$ cat config.mk
export PLATFORM = sky130hd
export DESIGN_NAME = zbt_port_arbiter
export DESIGN_NICKNAME = d
export VERILOG_FILES = /design/src/rtl/zbt_port_arbiter_pkg.sv /design/src/rtl/zbt_wr_fifo.sv /design/src/rtl/zbt_port_arbiter.sv
export SDC_FILE = /design/constraint.sdc
export NUM_CORES = 1
export LEC_CHECK = 0
export BUFFER_PORTS_ARGS = -buffer_cell sky130_fd_sc_hd__buf_2
export CORE_AREA = 2 2 224 226
export CTS_BUF_LIST = sky130_fd_sc_hd__clkbuf_4
export CTS_CLUSTER_DIAMETER = 100
export CTS_CLUSTER_SIZE = 24
export DETAILED_ROUTE_END_ITERATION = 16
export DIE_AREA = 0 0 226 228
export SLEW_MARGIN = 25
export SYNTH_ARGS = -nofsm -noshare
export SYNTH_HDL_FRONTEND = slang
export SYNTH_HIERARCHICAL = 1
export SYNTH_SLANG_ARGS = --single-unit
$ cat constraint.sdc
create_clock -name clk -period 5.3 [get_ports clk]
set_input_delay 0.265 -clock clk [delete_from_list [all_inputs] [get_ports clk]]
set_output_delay 0.265 -clock clk [all_outputs]
set_load 0.005 [all_outputs]
$ cat src/rtl/zbt_port_arbiter_pkg.sv
// Shared types and defaults for the ZBT port arbiter slice.
package zbt_port_arbiter_pkg;

    localparam int DEF_ADDR_W  = 19;
    localparam int DEF_DATA_W  = 36;
    localparam int DEF_ZBT_LAT = 2;

    // Operation on the ZBT port during the current cycle
    typedef enum logic [1:0] {
        ARB_IDLE = 2'd0,
        ARB_RD   = 2'd1,
        ARB_WR   = 2'd2
    } arb_state_t;

    function automatic logic [7:0] sat_inc8(input logic [7:0] v);
        return (v == 8'hFF) ? v : v + 8'd1;
    endfunction

endpackage

$ cat src/rtl/zbt_wr_fifo.sv
// Write-request FIFO holding {addr,data} pairs; head is visible combinationally.
module zbt_wr_fifo
    import zbt_port_arbiter_pkg::*;
#(
    parameter int ADDR_W = DEF_ADDR_W,
    parameter int DATA_W = DEF_DATA_W,
    parameter int DEPTH  = 4
) (
    input  logic                    clk,
    input  logic                    reset,
    input  logic                    push,
    input  logic [ADDR_W-1:0]       push_addr,
    input  logic [DATA_W-1:0]       push_data,
    input  logic                    pop,
    output logic [ADDR_W-1:0]       head_addr,
    output logic [DATA_W-1:0]       head_data,
    output logic                    full,
    output logic                    empty,
    output logic [$clog2(DEPTH):0]  level
);

    localparam int PTR_W = $clog2(DEPTH);
    localparam int LVL_W = PTR_W + 1;

    logic [ADDR_W+DATA_W-1:0] mem [DEPTH];
    logic [PTR_W-1:0]         wr_ptr;
    logic [PTR_W-1:0]         rd_ptr;

    // Storage array; no reset needed since level gates every read
    always_ff @(posedge clk) begin
        if (push) begin
            mem[wr_ptr] <= {push_addr, push_data};
        end
    end

    // Pointers wrap naturally because DEPTH is a power of two
    always_ff @(posedge clk or posedge reset) begin
        if (reset) begin
            wr_ptr <= '0;
            rd_ptr <= '0;
            level  <= '0;
        end else begin
            if (push) wr_ptr <= wr_ptr + PTR_W'(1);
            if (pop)  rd_ptr <= rd_ptr + PTR_W'(1);
            case ({push, pop})
                2'b10:   level <= level + LVL_W'(1);
                2'b01:   level <= level - LVL_W'(1);
                default: level <= level;
            endcase
        end
    end

    assign {head_addr, head_data} = mem[rd_ptr];
    assign full  = (level == LVL_W'(DEPTH));
    assign empty = (level == '0);

endmodule

$ cat src/rtl/zbt_port_arbiter.sv
// Shares one ZBT SRAM port between buffered camera writes and display reads.
module zbt_port_arbiter
    import zbt_port_arbiter_pkg::*;
#(
    parameter int ADDR_W      = DEF_ADDR_W,
    parameter int DATA_W      = DEF_DATA_W,
    parameter int WFIFO_DEPTH = 4,
    parameter int ZBT_LAT     = DEF_ZBT_LAT
) (
    input  logic                          clk,
    input  logic                          reset,
    input  logic                          wr_req,
    input  logic [ADDR_W-1:0]             wr_addr,
    input  logic [DATA_W-1:0]             wr_data,
    input  logic                          rd_req,
    input  logic [ADDR_W-1:0]             rd_addr,
    output logic                          rd_grant,
    output logic [DATA_W-1:0]             rd_data,
    output logic                          rd_valid,
    output logic [ADDR_W-1:0]             mem_addr,
    output logic                          mem_we,
    output logic [DATA_W-1:0]             mem_wdata,
    input  logic [DATA_W-1:0]             mem_rdata,
    output logic [$clog2(WFIFO_DEPTH):0]  wfifo_level,
    output logic [7:0]                    overflow_cnt
);

    // Number of consecutive full-FIFO denials after which a read is forced through
    localparam logic [1:0] MAX_DENY = 2'd2;

    arb_state_t        state;
    arb_state_t        next_state;
    logic [1:0]        deny_cnt;
    logic              fifo_full;
    logic              fifo_empty;
    logic              pop;
    logic              push;
    logic              drop;
    logic [ADDR_W-1:0] head_addr;
    logic [DATA_W-1:0] head_data;
    logic [DATA_W-1:0] wdata_pipe [ZBT_LAT+1];
    logic [ZBT_LAT:0]  rvalid_pipe;

    zbt_wr_fifo #(
        .ADDR_W (ADDR_W),
        .DATA_W (DATA_W),
        .DEPTH  (WFIFO_DEPTH)
    ) u_wr_fifo (
        .clk       (clk),
        .reset     (reset),
        .push      (push),
        .push_addr (wr_addr),
        .push_data (wr_data),
        .pop       (pop),
        .head_addr (head_addr),
        .head_data (head_data),
        .full      (fifo_full),
        .empty     (fifo_empty),
        .level     (wfifo_level)
    );

    // Arbitration: full FIFO beats reads unless the reader has been starved
    always_comb begin
        next_state = ARB_IDLE;
        rd_grant   = 1'b0;
        if (fifo_full && !(rd_req && deny_cnt == MAX_DENY)) begin
            next_state = ARB_WR;
        end else if (rd_req) begin
            next_state = ARB_RD;
            rd_grant   = 1'b1;
        end else if (!fifo_empty) begin
            next_state = ARB_WR;
        end
    end

    assign pop  = (next_state == ARB_WR);
    assign push = wr_req && (!fifo_full || pop);
    assign drop = wr_req && fifo_full && !pop;

    // State register and starvation counter
    always_ff @(posedge clk or posedge reset) begin
        if (reset) begin
            state    <= ARB_IDLE;
            deny_cnt <= '0;
        end else begin
            state <= next_state;
            if (rd_grant || !rd_req) begin
                deny_cnt <= '0;
            end else if (deny_cnt != MAX_DENY) begin
                deny_cnt <= deny_cnt + 2'd1;
            end
        end
    end

    assign mem_we = (state == ARB_WR);

    // Registered ZBT address; holds across idle cycles
    always_ff @(posedge clk or posedge reset) begin
        if (reset) begin
            mem_addr <= '0;
        end else if (next_state == ARB_RD) begin
            mem_addr <= rd_addr;
        end else if (next_state == ARB_WR) begin
            mem_addr <= head_addr;
        end
    end

    // Write data: stage 0 aligns with mem_we, the tail lags it by ZBT_LAT cycles
    always_ff @(posedge clk or posedge reset) begin
        if (reset) begin
            for (int unsigned i = 0; i <= ZBT_LAT; i++) begin
                wdata_pipe[i] <= '0;
            end
        end else begin
            if (pop) wdata_pipe[0] <= head_data;
            for (int unsigned i = 1; i <= ZBT_LAT; i++) begin
                wdata_pipe[i] <= wdata_pipe[i-1];
            end
        end
    end

    assign mem_wdata = wdata_pipe[ZBT_LAT];

    // Read return: grant travels with the ZBT pipeline, then captures mem_rdata
    always_ff @(posedge clk or posedge reset) begin
        if (reset) begin
            rvalid_pipe <= '0;
            rd_valid    <= 1'b0;
            rd_data     <= '0;
        end else begin
            rvalid_pipe <= {rvalid_pipe[ZBT_LAT-1:0], rd_grant};
            rd_valid    <= rvalid_pipe[ZBT_LAT];
            if (rvalid_pipe[ZBT_LAT]) rd_data <= mem_rdata;
        end
    end

    // Saturating count of writes lost to a full FIFO
    always_ff @(posedge clk or posedge reset) begin
        if (reset) begin
            overflow_cnt <= '0;
        end else if (drop) begin
            overflow_cnt <= sat_inc8(overflow_cnt);
        end
    end

endmodule

==> metrics.txt <==
status completed; Synthesized Nets 849; area of the core 49300 um^2; DR vias/cell 4.17; flop-to-flop setup slack 2.08 ns; Synth top cells by count edfxtp_1, dfrtp_1, mux2_2, mux4_2, buf_4; largest net degree at the start of global routing 136; total power 8240 uW; clock skew 0.0648 ns; post-CTS setup buffer count 0; CTS Buf Count 21; root buffer cell clkbuf_4; Register-to-Register Path Depth 14; WP buf/inv 4; endpoint class of the critical path register; final setup vio count 0; hold crit path type in2async; Hold Fails Final Rpt 0; routed via count 7135; GRT Util Overall 11.0%; syn_area_per_cell 20.2 um^2; leak pwr 0.00678 uW; clock sinks 405; Die ar. 51500 um^2; Worst path max stage delay 0.49 ns; dpl ws 2.02 ns; PwrDens 467 nW/um^2; nets 1147; Mapped Cells 725; Seq/Total Area, Yosys 76.9%; post-route ant nets 0; first-pass GRT wire length 44200 um; most numerous cell on the critical path inv_1; port bufs 218; Clock Pin Slew Worst Setup and Hold Paths 0.22 ns; Yosys top cell by area edfxtp_1; relative slew slack 36.4%; total placed instance area 16200 um^2; share of the synthesized area in the top cell type 45.2%; Detail Placement HPWL 16300 um; critical path class reg2reg; critical path's slowest cell buf_4; RSZ-0062 raised after global routing no; WL/cell 16.5 um; Fin Setup TNS 0 ns; FP Rows 82; worst slew pin tran 0.953 ns; vias in the first global route 7719; starting DRC count in detailed routing 257; I/O pins 219; area added between synthesis and finish 20.6%; design area 17600 um^2; Yosys reg bits 405; die height 228 um; Synth warnings 6; Clock Latency Late Sink 0.79 ns; EDFF count, synth 220; post-synthesis cell area 14600 um^2; worst r2r src u_wr_fifo/level[0]; most common cell in the synthesized netlist edfxtp_1; Data required, critical path 5.97 ns; Critical Path Source Type register; DRT Pass-1 Iters 6; width of the die 226 um; Final period util 60.8%; R2R Path End u_wr_fifo/level[2]; post-cts resize count 0; H-Tree Depth 1; antenna violations before repair 3; crit path DAT 3.89 ns; Max Cap Viol 0; predominant post-synthesis flop cell edfxtp_1; CTS hold repair buffers 114; CP max FO 41; Synth cell types 34; Area contributors post-synth edfxtp_1, dfrtp_1, mux4_2; Routability Congestion 0.688; Routed WL 28200 um; CTS max path bufs 3; share of layout cells above drive strength 1 38.8%; max-slew violation count 0; drc violations 0; Async S/R FF share, synth 45.7%; CTS tree yes; Worst VDD drop 0.000194 V; CP cell instances inv_1 > and3_1 > nand2b_1 > nand2_1 > inv_1 > a21oi_1 > ha_2 > buf_4 > ha_1 > inv_1 > fa_1 > xor2_1 > nor2_1 > xor2_1; Final WS setup 2.08 ns; crit-path leading delay family adder cells; crit path time final 3.22 ns; grt ovf 0; FMAX 311 MHz; Initial Util 29.6%
## worst reg2reg max path: cells and delay by family (launching register included)
kind	cells	cell delay [ns]
fa+ha+maj	3	0.89
buf+inv	4	0.75
simple gates	4	0.49
flops	1	0.47
xor+xnor	2	0.32
compound gates	1	0.22
## through the flow
stage	instances	util (%)	hold WS (ns)
floorplan	725	-	0.0684
CTS	1710	35.7	0.0958
detailed placement	1558	32.8	0.272
global route	1711	35.7	0.122
finish	1711	35.7	0.130
global placement	1558	32.8	0.265
## worst max-delay path by stage
stage	end	slack, ns	from	cells after the start
after detailed placement	u_wr_fifo/level[2]	2.02	u_wr_fifo/level[0]	14
after global placement	u_wr_fifo/level[2]	2.17	u_wr_fifo/level[0]	14
final	u_wr_fifo/level[2]	2.08	u_wr_fifo/level[0]	14
after global routing	u_wr_fifo/level[2]	1.71	u_wr_fifo/level[0]	14
after CTS	u_wr_fifo/level[2]	1.95	u_wr_fifo/level[0]	14
after floorplan	deny_cnt[0]	0.20	reset	1
## state kept, by name (all words and copies together) (netlist names)
register,flops
mem_wdata,36
u_wr_fifo/rd_ptr,2
rd_data,36
u_wr_fifo/mem,220
rvalid_pipe,3
u_wr_fifo/level,3
wdata_pipe,72
mem_addr,19
state,1
deny_cnt,2
u_wr_fifo/wr_ptr,2
overflow_cnt,8
rd_valid,1
## placed cells by master, fill, tap and decap left out, types with 2 or more instances in the layout
cell           count
xnor2_1            5
clkinv_2           2
clkbuf_4          32
dfrtp_1          183
nor2b_1            3
mux2_2            75
o21ai_0           21
inv_1             11
clkinv_8           2
a21oi_1            3
buf_2            218
and2_4             4
dlygate4sd3_1    114
mux4_2            55
nand2_1           27
xor2_1             4
mux2i_1           20
nor2_1             5
ha_1               8
edfxtp_1         220
dfrtp_4            2
buf_4              5
## final cells by class
type                            count  area, um^2
Inverter                           12        57.6
Multi-Input combinational cell    246        2920
Sequential cell                   405       11200
Tap cell                          672         841
Antenna cell                        1        2.50
Clock buffer                       32         240
Timing Repair Buffer              337        2270
Clock inverter                      6        68.8
Fill cell                        4615       31700
## metal layers
metal | GRT usage (%) | part of all wire, % | vias up
met5 | 0 | 0.096 | -
met4 | 2.61 | 1.7 | 4
met3 | 1.88 | 5.0 | 31
met2 | 19.2 | 50 | 155
met1 | 14.2 | 44 | 3669
li1 | - | - | 3276
## cells by family (layout without fill, tap and decap cells)
logic type,after synthesis,in the layout,share of synthesized area (%)
AOI/OAI and AO/OA,30,30,1.28
xor gates and xnor gates,9,9,0.539
adders and majority gates,10,10,0.907
buffers and inverters,74,387,3.29
DFF,405,405,76.9
muxes,150,150,15.6
other,0,1,0
and+or+nand+nor,47,47,1.51
## report_power, final
part	switching, uW	internal, uW	total (uW)
logic	986	1180	2160
clock network	908	334	1240
registers	513	4330	4840
(Power assumes the default switching activity.)
